===== src/rtl/pw_pattern_match.sv =====
// Masked byte-pattern matcher on the received USB byte stream (fe_clk domain).
// A hit disarms the block and pulses O_match; software must re-arm it for the next hit.
module pw_pattern_match #(
    parameter int pPATTERN_BYTES = 8,
    parameter int pLEN_WIDTH     = 4,
    parameter int pCOUNT_WIDTH   = 16
) (
    input  logic                        fe_clk,
    input  logic                        reset_n,
    input  logic                        I_arm,
    input  logic                        I_disarm,
    input  logic [8*pPATTERN_BYTES-1:0] I_pattern,
    input  logic [8*pPATTERN_BYTES-1:0] I_mask,
    input  logic [pLEN_WIDTH-1:0]       I_pattern_bytes,
    input  logic                        I_rx_active,
    input  logic                        I_rx_valid,
    input  logic [7:0]                  I_rx_data,
    output logic                        O_match,
    output logic                        O_armed,
    output logic [pCOUNT_WIDTH-1:0]     O_match_count
);

    localparam int N  = pPATTERN_BYTES;
    localparam int HW = (N > 1) ? 8 * (N - 1) : 8;
    localparam logic [pLEN_WIDTH-1:0] FILL_MAX = pLEN_WIDTH'(N);

    typedef enum logic [0:0] {
        IDLE  = 1'b0,
        ARMED = 1'b1
    } state_t;

    state_t                    state_r;
    logic [HW-1:0]             hist_r;
    logic [pLEN_WIDTH-1:0]     fill_r;
    logic                      match_r;
    logic                      armed_r;
    logic [pCOUNT_WIDTH-1:0]   match_cnt_r;

    logic [8*N-1:0]            cand_s;
    logic [N-1:0]              byte_ok_s;
    logic                      accepted_s;
    logic                      len_ok_s;
    logic                      fill_ok_s;
    logic                      hit_s;

    function automatic logic byte_match(input logic [7:0] cand,
                                        input logic [7:0] pat,
                                        input logic [7:0] mask);
        return ((cand ^ pat) & mask) == 8'h00;
    endfunction

    // Candidate window: newest byte is the one on the bus this cycle, older bytes come from history.
    if (N > 1) begin : g_cand_multi
        assign cand_s = {hist_r, I_rx_data};
    end else begin : g_cand_single
        assign cand_s = I_rx_data;
    end

    for (genvar k = 0; k < N; k++) begin : g_cmp
        localparam logic [pLEN_WIDTH-1:0] K_IDX = pLEN_WIDTH'(k);
        // Bytes at or beyond the programmed length never block a hit.
        assign byte_ok_s[k] = (K_IDX >= I_pattern_bytes)
                            | byte_match(cand_s[8*k +: 8], I_pattern[8*k +: 8], I_mask[8*k +: 8]);
    end

    // Qualify the window compare into a single hit for this cycle.
    always_comb begin
        accepted_s = I_rx_valid & I_rx_active;
        len_ok_s   = (I_pattern_bytes != {pLEN_WIDTH{1'b0}}) && (I_pattern_bytes <= FILL_MAX);
        fill_ok_s  = ({1'b0, fill_r} + {{pLEN_WIDTH{1'b0}}, 1'b1}) >= {1'b0, I_pattern_bytes};
        if ((state_r == ARMED) && !I_disarm) begin
            hit_s = accepted_s & len_ok_s & fill_ok_s & (&byte_ok_s);
        end else begin
            hit_s = 1'b0;
        end
    end

    // History, fill tracking, arm/disarm FSM and registered match outputs.
    always_ff @(posedge fe_clk) begin
        if (!reset_n) begin
            state_r     <= IDLE;
            hist_r      <= {HW{1'b0}};
            fill_r      <= {pLEN_WIDTH{1'b0}};
            match_r     <= 1'b0;
            armed_r     <= 1'b0;
            match_cnt_r <= {pCOUNT_WIDTH{1'b0}};
        end else begin
            match_r <= 1'b0;
            if (!I_rx_active) begin
                fill_r <= {pLEN_WIDTH{1'b0}};
            end else if (I_rx_valid) begin
                hist_r <= cand_s[HW-1:0];
                if (fill_r < FILL_MAX) begin
                    fill_r <= fill_r + pLEN_WIDTH'(1);
                end else begin
                    fill_r <= fill_r;
                end
            end else begin
                fill_r <= fill_r;
            end
            case (state_r)
                IDLE: begin
                    if (I_arm && !I_disarm) begin
                        state_r <= ARMED;
                        armed_r <= 1'b1;
                    end else begin
                        state_r <= IDLE;
                        armed_r <= 1'b0;
                    end
                end
                ARMED: begin
                    if (I_disarm) begin
                        state_r <= IDLE;
                        armed_r <= 1'b0;
                    end else if (hit_s) begin
                        state_r <= IDLE;
                        armed_r <= 1'b0;
                        match_r <= 1'b1;
                        if (match_cnt_r != {pCOUNT_WIDTH{1'b1}}) begin
                            match_cnt_r <= match_cnt_r + pCOUNT_WIDTH'(1);
                        end else begin
                            match_cnt_r <= match_cnt_r;
                        end
                    end else begin
                        state_r <= ARMED;
                        armed_r <= 1'b1;
                    end
                end
                default: begin
                    state_r <= IDLE;
                    armed_r <= 1'b0;
                end
            endcase
        end
    end

    assign O_match       = match_r;
    assign O_armed       = armed_r;
    assign O_match_count = match_cnt_r;

endmodule

===== config.mk =====
export PLATFORM = sky130hd
export DESIGN_NAME = pw_pattern_match
export DESIGN_NICKNAME = d
export VERILOG_FILES = /design/src/rtl/pw_pattern_match.sv
export SDC_FILE = /design/constraint.sdc
export NUM_CORES = 1
export LEC_CHECK = 0
export BUFFER_PORTS_ARGS = -buffer_cell sky130_fd_sc_hd__buf_2
export CAP_MARGIN = 40
export CORE_ASPECT_RATIO = 1.4
export CORE_MARGIN = 4
export CORE_UTILIZATION = 34
export DETAILED_ROUTE_END_ITERATION = 7
export PLACE_DENSITY = 0.63
export SLEW_MARGIN = 20
export SYNTH_ARGS = -nofsm -noshare
export SYNTH_HDL_FRONTEND = slang
export SYNTH_SLANG_ARGS = --single-unit

===== constraint.sdc =====
create_clock -name fe_clk -period 2.86 [get_ports fe_clk]
set_input_delay 0.858 -clock fe_clk [delete_from_list [all_inputs] [get_ports fe_clk]]
set_output_delay 0.858 -clock fe_clk [all_outputs]
set_load 0.01 [all_outputs]

* Word-level counts from Yosys, hierarchy flattened *
Index checks and enable logic that the tools add are counted.

storage, ports and cells
  word-level logic and storage cells = 76
  input port bits = 146
  register bits = 78

cells by class
  add/sub/neg operators = 3
  reductions and logical operators = 19
  magnitude comparators = 11
  bitwise operators = 31
  equality and inequality tests = 1
  multiplexer cells = 6

operators by type and width
  kind                     count
  $and A8 B8 Y8            8
  $logic_not A8 Y1         8
  $xor A8 B8 Y8            8
  $add A16 B1 Y16 const B  1
  $ge A3 B4 Y1 const A     4
  $ne A16 B16 Y1 const B   1
  $ge A1 B4 Y1 const A     2
  $ge A2 B4 Y1 const A     2
  $or A1 B1 Y1             8
  $reduce_and A8 Y1        1
  $reduce_and A2 Y1        3
  $add A4 B1 Y5 const B    1
  $ge A5 B4 Y1             1
  $mux W1                  5
  $add A4 B1 Y4 const B    1
  $and A1 B1 Y1            4
  $le A4 B4 Y1 const B     1
  $lt A4 B4 Y1 const B     1
  $reduce_and A4 Y1        1
  $reduce_bool A4 Y1       1
  $logic_and A1 B1 Y1      3
  $not A1 Y1               3
  $reduce_or A3 Y1         1
  $pmux W1 S2              1
  $logic_not A1 Y1         1

* Depth between registers and ports, before layout *
  word-level depth = 10
  gate-level depth with buffers = 9

* Least setup slack after synthesis *
No wires, ideal clock.

  path kind = input -> register
  start point = in I_rx_data[3]
  end point = reg match_cnt_r[6], in the netlist O_match_count[6]
  setup slack = 0.375 ns
  data required time = 2.732 ns
  arrival = 2.358 ns
  setup time = 0.128 ns
  cell stages on the path = 8
  buffers on the path = 0
  cells stage by stage = xor2_1 > a22o_1 > a221oi_2 > and4_4 > o2111ai_4 > nor4_1 > xnor2_1 > nor2_1

between the ends
  cells in the longest elaborated chain, start to end = 8

ends and longest elaborated chain
  what                                line  RTL
  from (decl)                         17    input logic [7:0] I_rx_data,
  $xor A8 B8 Y8                       49    return ((cand ^ pat) & mask) == 8'h00;
  $and A8 B8 Y8                       49
  $logic_not A8 Y1                    49
  $or A1 B1 Y1                        63    | byte_match(cand_s[8*k +: 8], I_pattern[8*k +: 8], I_mask[8*k +: 8]);
  $reduce_and A8 Y1                   72    hit_s = accepted_s & len_ok_s & fill_ok_s & (&byte_ok_s);
  $and A1 B1 Y1                       72
  $mux W1                             71    if ((state_r == ARMED) && !I_disarm) begin
  $reduce_and A4 Y1 (no source line)  n/a
  to (signal assigned)                86    match_cnt_r <= {pCOUNT_WIDTH{1'b0}};
  to (signal assigned)                120   match_cnt_r <= match_cnt_r + pCOUNT_WIDTH'(1);
  to (signal assigned)                122   match_cnt_r <= match_cnt_r;
  to (decl)                           37    logic [pCOUNT_WIDTH-1:0] match_cnt_r;

No other way between the ends.
A chain may end at the register's enable or synchronous reset.

* Final worst setup path *
  start point = in I_pattern[55]
  end point = reg match_cnt_r[11], in the netlist O_match_count[11]

between the ends
  cells in the longest elaborated chain, start to end = 8

ends and longest elaborated chain
  what                                line  RTL
  from (decl)                         12    input logic [8*pPATTERN_BYTES-1:0] I_pattern,
  $xor A8 B8 Y8                       49
  $and A8 B8 Y8                       49
  $logic_not A8 Y1                    49
  $or A1 B1 Y1                        63
  $reduce_and A8 Y1                   72
  $and A1 B1 Y1                       72
  $mux W1                             71
  $reduce_and A4 Y1 (no source line)  n/a

No other way between the ends.

==> results.py <==
metrics = {
    "run_status": {
        "status": "finished clean",
    },
    "placement": {
        "gp_congestion": 0.8193,
        "port_buffers": 163,
        "place_inst": 801,
        "place_hpwl_mm": 9.967,
    },
    "synth": {
        "ys_seq_elements": 78,
        "yosysMostFrequentCell": "nand2_1",
        "synth-xor-area-share_pct": 16.90,
        "ys_types": 46,
        "yosysWarnings": 0,
        "synth_adder_area_share_pct": 1.833,
        "synth_area_um2": 4095,
        "synth-compound-area-share_pct": 17.87,
        "ys_seq_area_share_pct": 38.13,
        "yosys.area.top_type_share_pct": 38.13,
        "synth_top_family_by_area": "simple AND/OR/NAND/NOR gates",
        "syn_area_per_cell_um2": 8.190,
        "post-synth-top-area-cell": "dfxtp_1",
        "synth-async-reset-ratio_pct": 0,
        "ys.flop_type": "dfxtp_1",
        "yosys-top-cells-count": "130 x nand2_1, 78 x dfxtp_1, 66 x xor2_1",
        "synth-edff-count": 0,
        "synthCells": 500,
        "syn_nets": 652,
        "yosys-top-cells-area": "dfxtp_1 38%, xor2_1 14%, nand2_1 12%",
        "muxShareOfSynthArea_pct": 0.9777,
        "synth-simple-area-share_pct": 22.00,
    },
    "floorplan": {
        "pin_count": 164,
        "core_area_um2": 11820,
        "rows": 47,
        "initial_core_util_pct": 34.65,
        "die_h_um": 137.9,
        "die_x_um": 100.8,
        "die-area_um2": 13890,
    },
    "cts": {
        "numCtsBuffers": 9,
        "cts_hold_buf": 0,
        "h-tree-depth": 3,
        "clk_latency_ns": 0.33,
        "cts.sinks": 78,
        "cts_root_buffer": "clkbuf_16",
        "clk_path_buf_depth": 2,
        "postCtsSetupBuffers": 0,
        "postCtsResizedCells": 0,
        "cts_tree": "built",
        "path_clk_slew_ns": 0.05,
    },
    "power_and_ir_drop": {
        "p_sw_share_pct": 23.17,
        "power_frac_seq_pct": 43.3,
        "power_leakage_uw": 0.002376,
        "p_clk_share_pct": 44.7,
        "power_density_nw_per_um2": 472.5,
        "p_sw_uw": 592.3,
        "p_comb_share_pct": 12.0,
        "internal_power_uw": 1964,
        "irDropWorstVdd_v": 0.0002779,
    },
    "global_routing": {
        "grt_max_degree": 57,
        "grt_use_total_pct": 17.55,
        "antenna_found_initial": 0,
        "grt_pass1_wl_mm": 19.12,
        "gr-total-overflow": 0,
        "grt_pass1_vias": 4011,
    },
    "finish": {
        "multi_input_area_um2": 2444,
        "final_util_pct": 45.76,
        "finalNetCount": 817,
        "regArea_um2": 1562,
        "layoutNonFillerInstCount": 817,
        "antenna_cells": 0,
        "fillCellCount": 1195,
        "areaGrowthSynthToFinish_pct": 32.08,
        "drive_above_1_share_pct": 30.60,
    },
    "timing": {
        "relSlewSlack_pct": 56.74,
        "fmax_mhz": 382.2,
        "worst_slew_pin_slew_ns": 0.6480,
        "finalHoldViolations": 0,
        "grt_setup_unrepaired": "false",
        "setup_tns_ns": 0,
        "setup_viol": 0,
        "period_minus_slack_ns": 2.616,
        "period_share_pct": 91.48,
        "fin_skew_ns": 0.006554,
        "drv_slew": 0,
    },
    "setup_path": {
        "critPathTopFamily": "simple AND/OR/NAND/NOR gates",
        "cpMaxStageDelayCell": "a211oi_1",
        "path_buf_inv": 2,
        "cp-end-kind": "flip-flop",
        "cp_max_fo": 8,
        "path_cells": "buf_2 -> xor2_1 -> a22oi_1 -> buf_4 -> nand4_1 -> a211oi_1 -> nor2_1 -> nor4_1 -> xnor2_1 -> nor2_1",
        "cp_common_cell": "nor2_1",
        "startpoint_type": "input port",
        "worstPathRequired_ns": 3.05,
        "crit_arrival_ns": 2.81,
        "path_class": "input port to flip-flop",
        "critPathMaxStageDelay_ns": 0.37,
    },
    "detailed_routing": {
        "final_antenna_net_count": 0,
        "vias": 4075,
        "wl_per_cell_um": 15.24,
        "drt-pass1-iter-count": 5,
        "wl_mm": 12.45,
        "drtIter0Drc": 142,
        "viasPerCell": 4.988,
        "remaining_drc_errors": 0,
    },
    "flow_run": {
        "drv_cap": 0,
    },
    "min_path": {
        "min_path_type": "flip-flop to flip-flop",
    },
}
==> worst register-to-register path: stages, from the launching register on <==
cell	delay (ns)
dfxtp_1	0.42
ha_1	0.29
ha_1	0.28
a21o_1	0.10
a21oi_1	0.06
o21ai_1	0.26
o2111ai_4	0.30
nor2_4	0.27
a31oi_1	0.12
a311oi_1	0.30
==> kinds of logic (layout without fill, tap and decap cells) <==
kind of cell / count (synthesis) / in the layout
compound gates: 109 / 109
xor+xnor: 79 / 79
fa+ha+maj: 6 / 6
buf+inv: 25 / 195
flops: 78 / 78
mux: 4 / 4
simple gates: 199 / 199
==> per-layer routing <==
metal	part of all wire, %	GRT usage (%)
met1	40	20.86
met2	50	30.66
met3	6.8	3.422
met4	2.5	7.191
met5	0	0
==> path summary, 6_finish.rpt <==
| path | from | end | slack [ns] | cells past startpoint |
|---|---|---|---|---|
| setup / recovery | I_pattern[55] | O_match_count[11] | 0.24 | 10 |
| hold / removal | hist_r[52] | hist_r[52] | 0.47 | 2 |
| setup reg to reg | fill_r[0] | O_match_count[14] | 0.37 | 9 |
| hold reg to reg | hist_r[52] | hist_r[52] | 0.47 | 2 |
==> per-stage QoR <==
step	total power, µW	setup slack, ns	instance area [µm²]	hold slack [ns]
final	2556	0.2436	5409	0.4653
after floorplan	1271	0.3747	4095	0.4481
after global routing	2658	0.07654	5409	0.4790
after detailed placement	1441	-0.1132	5106	0.4595
after CTS	2589	0.2333	5409	0.4672
after global placement	1434	-0.04749	5106	0.4581
==> cell type report <==
class	count	area share, %
clock buffer	13	4.811
clock inverter	3	0.7865
inverter	5	0.3470
multi-input combinational	397	45.18
sequential	78	28.87
tap	147	3.400
timing repair buffer	174	16.61
==> cell usage in the layout, fill, tap and decap left out, types with 2 or more instances in the layout <==
master / synthesis / routed
a211oi_1: 2 / 2
a21oi_1: 59 / 59
a22oi_1: 28 / 28
a31oi_1: 3 / 3
a41oi_1: 3 / 3
and2_1: 3 / 2
and3_1: 3 / 3
and4_1: 2 / 2
buf_2: 0 / 163
buf_4: 0 / 11
clkbuf_1: 16 / 2
clkbuf_16: 0 / 9
clkbuf_8: 0 / 2
dfxtp_1: 78 / 78
ha_1: 6 / 6
inv_1: 4 / 4
mux2i_1: 4 / 4
nand2_1: 130 / 129
nand2_2: 1 / 2
nand2b_1: 4 / 4
nand3_1: 4 / 4
nand4_1: 9 / 9
nor2_1: 22 / 22
nor2b_1: 2 / 2
nor3_1: 3 / 3
nor3_2: 2 / 2
nor4_1: 8 / 8
o211ai_1: 2 / 2
xnor2_1: 13 / 13
xor2_1: 66 / 66
==> sequential cells by signal (all words and copies together), names as in the netlist <==
register / cells
hist_r: 56
O_match_count: 16
fill_r: 4
O_armed: 1
O_match: 1
==> power groups by stage <==
stage | sequential, µW | combinational (µW) | clock [µW]
6_report | 1110 | 307 | 1140
5_1_grt | 1110 | 340 | 1210
4_1_cts | 1110 | 312 | 1170
3_5_place_dp | 1130 | 311 | 0
3_3_place_gp | 1130 | 304 | 0
2_1_floorplan | 1130 | 144 | 0
Note: power is estimated with default switching activity, not from simulation.
